<file path="config.mk">
export PLATFORM = sky130hd
export DESIGN_NAME = hazard_ctrl
export DESIGN_NICKNAME = d
export VERILOG_FILES = /design/src/rtl/hazard_ctrl.sv
export SDC_FILE = /design/constraint.sdc
export NUM_CORES = 1
export LEC_CHECK = 0
export ABC_AREA = 1
export BUFFER_PORTS_ARGS = -buffer_cell sky130_fd_sc_hd__buf_4
export CORE_AREA = 2 2 47 49
export CTS_CLUSTER_DIAMETER = 60
export DETAILED_ROUTE_END_ITERATION = 12
export DIE_AREA = 0 0 49 51
export PLACE_DENSITY = 0.58
export SYNTH_ARGS = -nofsm -noshare
export SYNTH_HDL_FRONTEND = slang
export SYNTH_SLANG_ARGS = --single-unit
</file>
<file path="constraint.sdc">
create_clock -name clk -period 1.2 [get_ports clk]
set_input_delay 0.06 -clock clk [delete_from_list [all_inputs] [get_ports clk]]
set_output_delay 0.06 -clock clk [all_outputs]
set_load 0.005 [all_outputs]
</file>
<file path="src/rtl/hazard_ctrl.sv">
// -----------------------------------------------------------------------------
// hazard_ctrl -- pipeline hazard / stall controller for the five-stage ThinPad
// CPU (second-generation load-use detector). Sits beside the ID stage and
// drives the hold (keep) and flush/bubble controls of PC, IF/ID, ID/EX,
// EX/MEM and MEM/WB.
//
// Hazard classes, highest priority first:
//   FREEZE    mem_busy: everything holds, FSM and stall counter hold.
//   LOAD-USE  ID reads a register that the load in EX is about to write.
//             PC and IF/ID hold, a bubble goes into ID/EX, and the load
//             advances. Stall length is LOAD_LAT non-frozen cycles.
//   STRUCT    MEM owns the shared instruction RAM: PC holds, IF/ID flushed.
//   BRANCH    taken branch resolved in ID: IF/ID flushed.
//
// Parameters:
//   REG_W     register-address width
//   NULL_REG  register address meaning "no register" (never hazards)
//   LOAD_LAT  load-use stall cycles, legal range 1..15
//   CNT_W     width of the stall statistics counter
//
// Optional feature (compile-time macro HAZ_STATS_EN):
//   defined   -> stall_cycles counts cycles with pc_keep=1, saturating.
//   undefined -> stall_cycles is tied to 0, no counter is built.
//
// Ports:
//   clk              in   system clock, rising edge
//   rst              in   asynchronous reset, active-low
//   id_rs1/_use      in   ID source register 1 and its read-enable
//   id_rs2/_use      in   ID source register 2 and its read-enable
//   ex_wreg          in   EX destination register
//   ex_wen           in   EX instruction writes a register
//   ex_is_load       in   EX instruction is a memory load
//   mem_if_conflict  in   MEM stage occupies the instruction RAM
//   mem_busy         in   data memory / UART not ready (freeze)
//   branch_taken     in   ID-resolved branch/jump taken
//   pc_keep..mem_keep out hold controls for PC and the four pipe registers
//   if_flush         out  load NOP into IF/ID
//   ex_bubble        out  load NOP into ID/EX
//   stall_cycles     out  stall statistics counter
// -----------------------------------------------------------------------------
module hazard_ctrl #(
  parameter int unsigned       REG_W    = 4,
  parameter logic [REG_W-1:0]  NULL_REG = '1,
  parameter int unsigned       LOAD_LAT = 1,
  parameter int unsigned       CNT_W    = 16
) (
  input  logic             clk,
  input  logic             rst,
  input  logic [REG_W-1:0] id_rs1,
  input  logic             id_rs1_use,
  input  logic [REG_W-1:0] id_rs2,
  input  logic             id_rs2_use,
  input  logic [REG_W-1:0] ex_wreg,
  input  logic             ex_wen,
  input  logic             ex_is_load,
  input  logic             mem_if_conflict,
  input  logic             mem_busy,
  input  logic             branch_taken,
  output logic             pc_keep,
  output logic             if_keep,
  output logic             id_keep,
  output logic             ex_keep,
  output logic             mem_keep,
  output logic             if_flush,
  output logic             ex_bubble,
  output logic [CNT_W-1:0] stall_cycles
);

  typedef enum logic {
    RUN     = 1'b0,
    LU_WAIT = 1'b1
  } state_e;

  // Remaining LU_WAIT cycles loaded on entry; the first stall cycle is spent
  // in RUN, so LU_WAIT covers the other LOAD_LAT-1.
  localparam logic [3:0] LU_RELOAD = 4'(LOAD_LAT - 1);
  localparam bit         LU_MULTI  = (LOAD_LAT > 1);

  state_e     state_q, state_d;
  logic [3:0] lu_cnt_q, lu_cnt_d;

  // ---------------------------------------------------------------------------
  // Load-use detection
  // ---------------------------------------------------------------------------
  logic rs1_match, rs2_match, lu_hit, lu_active;

  assign rs1_match = id_rs1_use && (id_rs1 == ex_wreg);
  assign rs2_match = id_rs2_use && (id_rs2 == ex_wreg);
  assign lu_hit    = ex_is_load && ex_wen && (ex_wreg != NULL_REG)
                     && (rs1_match || rs2_match);

  // Once in LU_WAIT the stall continues regardless of what EX now holds
  // (it is the bubble we inserted).
  assign lu_active = (state_q == LU_WAIT) || ((state_q == RUN) && lu_hit);

  // ---------------------------------------------------------------------------
  // Control decode (ungated by reset; gated at the ports below so that the
  // reset net never feeds register data paths)
  // ---------------------------------------------------------------------------
  logic pc_keep_raw, if_keep_raw, id_keep_raw, ex_keep_raw, mem_keep_raw;
  logic if_flush_raw, ex_bubble_raw;

  always_comb begin
    pc_keep_raw   = 1'b0;
    if_keep_raw   = 1'b0;
    id_keep_raw   = 1'b0;
    ex_keep_raw   = 1'b0;
    mem_keep_raw  = 1'b0;
    if_flush_raw  = 1'b0;
    ex_bubble_raw = 1'b0;
    if (mem_busy) begin
      pc_keep_raw  = 1'b1;
      if_keep_raw  = 1'b1;
      id_keep_raw  = 1'b1;
      ex_keep_raw  = 1'b1;
      mem_keep_raw = 1'b1;
    end else if (lu_active) begin
      // A structural conflict or taken branch arriving here is absorbed:
      // PC is already held and the branch re-resolves after the stall.
      pc_keep_raw   = 1'b1;
      if_keep_raw   = 1'b1;
      ex_bubble_raw = 1'b1;
    end else if (mem_if_conflict) begin
      pc_keep_raw  = 1'b1;
      if_flush_raw = 1'b1;
    end else if (branch_taken) begin
      if_flush_raw = 1'b1;
    end
  end

  assign pc_keep   = rst & pc_keep_raw;
  assign if_keep   = rst & if_keep_raw;
  assign id_keep   = rst & id_keep_raw;
  assign ex_keep   = rst & ex_keep_raw;
  assign mem_keep  = rst & mem_keep_raw;
  assign if_flush  = rst & if_flush_raw;
  assign ex_bubble = rst & ex_bubble_raw;

  // ---------------------------------------------------------------------------
  // Load-use FSM. Frozen cycles hold both state and count, so the stall
  // always lasts exactly LOAD_LAT non-frozen cycles.
  // ---------------------------------------------------------------------------
  always_comb begin
    state_d  = state_q;
    lu_cnt_d = lu_cnt_q;
    if (!mem_busy) begin
      unique case (state_q)
        RUN: begin
          // With LOAD_LAT==1 the single stall cycle is this one; the bubble
          // entering EX clears lu_hit on its own next cycle.
          if (lu_hit && LU_MULTI) begin
            state_d  = LU_WAIT;
            lu_cnt_d = LU_RELOAD;
          end
        end
        LU_WAIT: begin
          lu_cnt_d = lu_cnt_q - 4'd1;
          if (lu_cnt_q == 4'd1) begin
            state_d = RUN;
          end
        end
        default: begin
          state_d  = RUN;
          lu_cnt_d = 4'd0;
        end
      endcase
    end
  end

  always_ff @(posedge clk or negedge rst) begin
    if (!rst) begin
      state_q  <= RUN;
      lu_cnt_q <= 4'd0;
    end else begin
      state_q  <= state_d;
      lu_cnt_q <= lu_cnt_d;
    end
  end

  // ---------------------------------------------------------------------------
  // Stall statistics
  // ---------------------------------------------------------------------------
`ifdef HAZ_STATS_EN
  localparam logic [CNT_W-1:0] CNT_MAX = {CNT_W{1'b1}};
  localparam logic [CNT_W-1:0] CNT_ONE = {{(CNT_W-1){1'b0}}, 1'b1};

  logic [CNT_W-1:0] stall_cnt_q, stall_cnt_d;

  // Saturating: a long-running system must not wrap back to a small value.
  always_comb begin
    stall_cnt_d = stall_cnt_q;
    if (pc_keep_raw && (stall_cnt_q != CNT_MAX)) begin
      stall_cnt_d = stall_cnt_q + CNT_ONE;
    end
  end

  always_ff @(posedge clk or negedge rst) begin
    if (!rst) begin
      stall_cnt_q <= '0;
    end else begin
      stall_cnt_q <= stall_cnt_d;
    end
  end

  assign stall_cycles = stall_cnt_q;
`else
  assign stall_cycles = '0;
`endif

endmodule
</file>
-- Yosys cells after proc, flatten, opt, wreduce, memory -nomap -nowiden
Index checks and enable logic that the tools add are counted.
- bitwise operators: 7
- add/sub/neg operators: 1
- equality and inequality tests: 4
- reductions and logical operators: 9
- mux-type cells: 13
- operators with widths (cell ; number):
    $mux 1 ; 13
    $eq 4x4->1 ; 2
    $logic_and 1x1->1 ; 6
    $and 1x1->1 ; 5
    $eq 4x1->1 const B ; 1
    $ne 4x4->1 const B ; 1
    $sub 4x1->4 const B ; 1
    $logic_or 1x1->1 ; 2
    $not 1->1 ; 2
    $reduce_and 2->1 ; 1
- register bits: 5
- input port bits: 21

-- Logic depth before layout (Yosys ltp)
- depth in word-level cells: 9
- depth in mapped cells: 10
- mapped depth without buffers: 10

-- Worst setup path after synthesis
No wires, ideal clock.
- kind: reg2reg
- from: reg state_q
- to: reg lu_cnt_q[3]
- arrival time: 0.833 ns
- path slack: 0.244 ns
- library setup time: 0.123 ns
- cell stages (with the launch flop): 5
- path through: dfrtp_1 -> inv_2 -> nor2_1 -> nand3_1 -> xnor2_1
- cells in the longest elaborated chain, start to end: 1
- ends and longest elaborated chain (element ; line ; RTL):
    start: declaration ; 79 ; state_e state_q, state_d;
    start signal: assignment ; 175 ; state_q <= state_d;
    $reduce_and 2->1 (no line) ; n/a ;
    end signal: assignment ; 176 ; lu_cnt_q <= lu_cnt_d;
    end: declaration ; 80 ; logic [3:0] lu_cnt_q, lu_cnt_d;
Every way passes these cells.
A chain may end at the register's enable or synchronous reset.

-- Worst setup path after layout
- from: reg state_q
- to: out pc_keep
- cells in the longest elaborated chain, start to end: 6
- ends and longest elaborated chain (element ; line ; RTL):
    $not 1->1 ; 94 ; assign lu_active = (state_q == LU_WAIT) || ((state_q == RUN) && lu_hit);
    $logic_and 1x1->1 ; 94 ;
    $logic_or 1x1->1 (*) ; 94 ;
    $mux 1 (*) ; 117 ; end else if (lu_active) begin
    $mux 1 (*) ; 111 ; if (mem_busy) begin
    $and 1x1->1 (*) ; 131 ; assign pc_keep = rst & pc_keep_raw;
    end: declaration ; 59 ; output logic pc_keep,
Every way passes the cells marked *; elsewhere a longest branch is shown, timed or not.

==> flow_metrics.tcl <==
set metrics [dict create \
    cts_resized 0 \
    p_per_area_nw_per_um2 1180 \
    whs_endpoint "state_q" \
    ys_top_cells_by_area "buf_4, dfrtp_1, nand2_1" \
    grt_pass1_vias 510 \
    power_frac_clock 0.222 \
    clkLatencyLatePin_ps 250 \
    io_pins 44 \
    fin_cells 148 \
    synth.yosys.seq_area_share 0.216 \
    clk_pin_slew_ps 50 \
    synth-edff-count 0 \
    grt_first_pass_wirelength_mm 2.04 \
    synth_warnings 0 \
    setup_viol 0 \
    placed_cell_area_um2 747 \
    netlist.area_leader.share 0.233 \
    worstReg2RegEnd "lu_cnt_q[1]" \
    h-tree-depth 1 \
    cts.sinks 5 \
    syn_area_per_cell_um2 6.45 \
    vias 560 \
    leakagePower_nw 0.479 \
    min_from "mem_busy" \
    dp_slack_ps 206 \
    grt_max_degree 6 \
    cap_violations 0 \
    rsz0062_at_grt "false" \
    fmax_mhz 928 \
    yosysUniqueCellTypes 18 \
    netSwitchingPower_w 0.000337 \
    cp-end-kind "primary output" \
    synth.largest_area_cell "buf_4" \
    seq_area_um2 125 \
    antenna_found_initial 0 \
    finalNetCount 144 \
    ir_drop_v 0.000663 \
    slew_violations 0 \
    synthFlopType "dfrtp_1" \
    internal_power_w 0.000586 \
    numPortBuffers 27 \
    wl_mm 1.18 \
    fin_ws_ps 122 \
    cts_root_buffer "clkbuf_4" \
    gr-total-overflow 0 \
    die_x_um 49 \
    antenna_left 0 \
    start_util 0.281 \
    postCtsHoldBufs 1 \
    rr_worst_depth 3 \
    yosys-top-cells-count "nand2_1, buf_4, inv_1, nor2_1, dfrtp_1" \
    r2r_start "lu_cnt_q[0]" \
    worstPathArrival_ps 1020 \
    synth_area_um2 581 \
    antenna_cells 0 \
    hold_depth 3 \
    cts_buffers 3 \
    setup.worst_path.start_class "register" \
    multi_input_area_um2 324 \
    placed_cells 143 \
    synth_most_common_cell "nand2_1" \
    wl_per_cell_um 7.97 \
    die_h_um 51 \
    required_ps 1140 \
    fillers 230 \
    seqPwrFrac 0.341 \
    worstSetupPathType "register to primary output" \
    postLayoutCellArea_um2 783 \
    combinationalPowerShare 0.437 \
    dp_hpwl_mm 1.00 \
    status "complete, no violations" \
    gp_congestion 0.775 \
    syn_to_final_growth_pct 34.9 \
    fin_crit_sh 0.898 \
    setup-tns-final_ps 0 \
    viasPerCell 3.78 \
    drc 0 \
    die_area_um2 2500 \
    firstDrtPassIters 4 \
    core_area_um2 2060 \
    path_max_fanout 3 \
    clock_skew_ps 1.78 \
    postCtsSetupBuffers 0 \
    hp-class "primary input to register" \
    rrSetupSlack_ps 270 \
    rows 17 \
    switching_share 0.365 \
    drive_gt1_frac 0.317 \
    grt_usage 0.106 \
    hold_viol 0 \
    period_minus_slack_ps 1080 \
    synthArstFlopShare 1.00 \
    cts_tree "done" \
    netlist_instances 90 \
    first_iter_violations 7 \
    ys_ff_latch 5 \
    cts_max_path_buffers 2 \
]
[registers in the layout, summed over array words and instances (netlist names)]
register / cells
lu_cnt_q: 4
state_q: 1
[worst max-delay path, cell delays in order, from the launching register on]
cell and delay (ps):
dfrtp_1 360, inv_2 70, nand2_2 60, nand2_2 80, nand3_1 70, buf_4 130
[area by class of cell]
class,instances,share of cell area
well taps,28,0.0447
inverters,14,0.0671
multi-input cells,68,0.414
clock buffers,4,0.0335
repair buffers,29,0.281
flip-flops and latches,5,0.160
[per-layer routing]
layer / vias up / routed length (µm) / global-route usage
met2: 29 / 525 / 0.164
met4: 0 / 19 / 0.0714
li1: 295 / - / -
met5: - / 0 / 0
met1: 234 / 510 / 0.129
met3: 2 / 124 / 0.0292
[power groups by stage]
stage	logic, W	registers, W	clock network (W)
3_3_place_gp	0.000397	0.000319	0
3_5_place_dp	0.000407	0.000316	0
6_report	0.000403	0.000315	0.000204
2_1_floorplan	0.000289	0.000307	0
4_1_cts	0.000412	0.000314	0.000212
5_1_grt	0.000475	0.000329	0.000219
[how the worst max path moves through the flow]
| stage | from | endpoint |
|---|---|---|
| after CTS | state_q | pc_keep |
| after global routing | state_q | if_flush |
| final | state_q | pc_keep |
| after global placement | ex_wreg[0] | if_flush |
| after floorplan | state_q | lu_cnt_q[3] |
| after detailed placement | ex_wreg[0] | ex_bubble |
[logic make-up (layout without fill, tap and decap cells)]
| logic type | after synthesis | count (layout) | share of synthesized area |
|---|---|---|---|
| xor gates and xnor gates | 5 | 5 | 0.0754 |
| buffers and inverters | 32 | 47 | 0.323 |
| AOI/OAI and AO/OA | 4 | 4 | 0.0431 |
| and+or+nand+nor | 41 | 41 | 0.293 |
| other | 1 | 16 | 0.00646 |
| adders and majority gates | 2 | 2 | 0.0431 |
| DFF | 5 | 5 | 0.216 |
[cells in the final DEF, fill, tap and decap left out, drive strengths merged]
| cell | netlist | routed |
|---|---|---|
| a31oi | 1 | 1 |
| ha | 2 | 2 |
| xnor2 | 4 | 4 |
| a21oi | 1 | 1 |
| nand2 | 25 | 25 |
| dfrtp | 5 | 5 |
| nor3 | 1 | 1 |
| conb | 1 | 16 |
| dlygate4sd3 | 0 | 1 |
| xor2 | 1 | 1 |
| a41oi | 1 | 1 |
| o21ai | 1 | 1 |
| nand3 | 4 | 4 |
| nor2 | 11 | 11 |
| inv | 14 | 14 |
| buf | 18 | 28 |
| clkbuf | 0 | 4 |
[metrics by stage]
stage	hold slack (ps)	total power (W)	utilization
detailed placement	-119	0.000723	0.362
finish	100	0.000922	0.380
global route	122	0.00102	0.380
CTS	94.2	0.000938	0.380
floorplan	-236	0.000596	-
global placement	-118	0.000715	0.362
No activity file was read; power rests on OpenSTA's default activity.
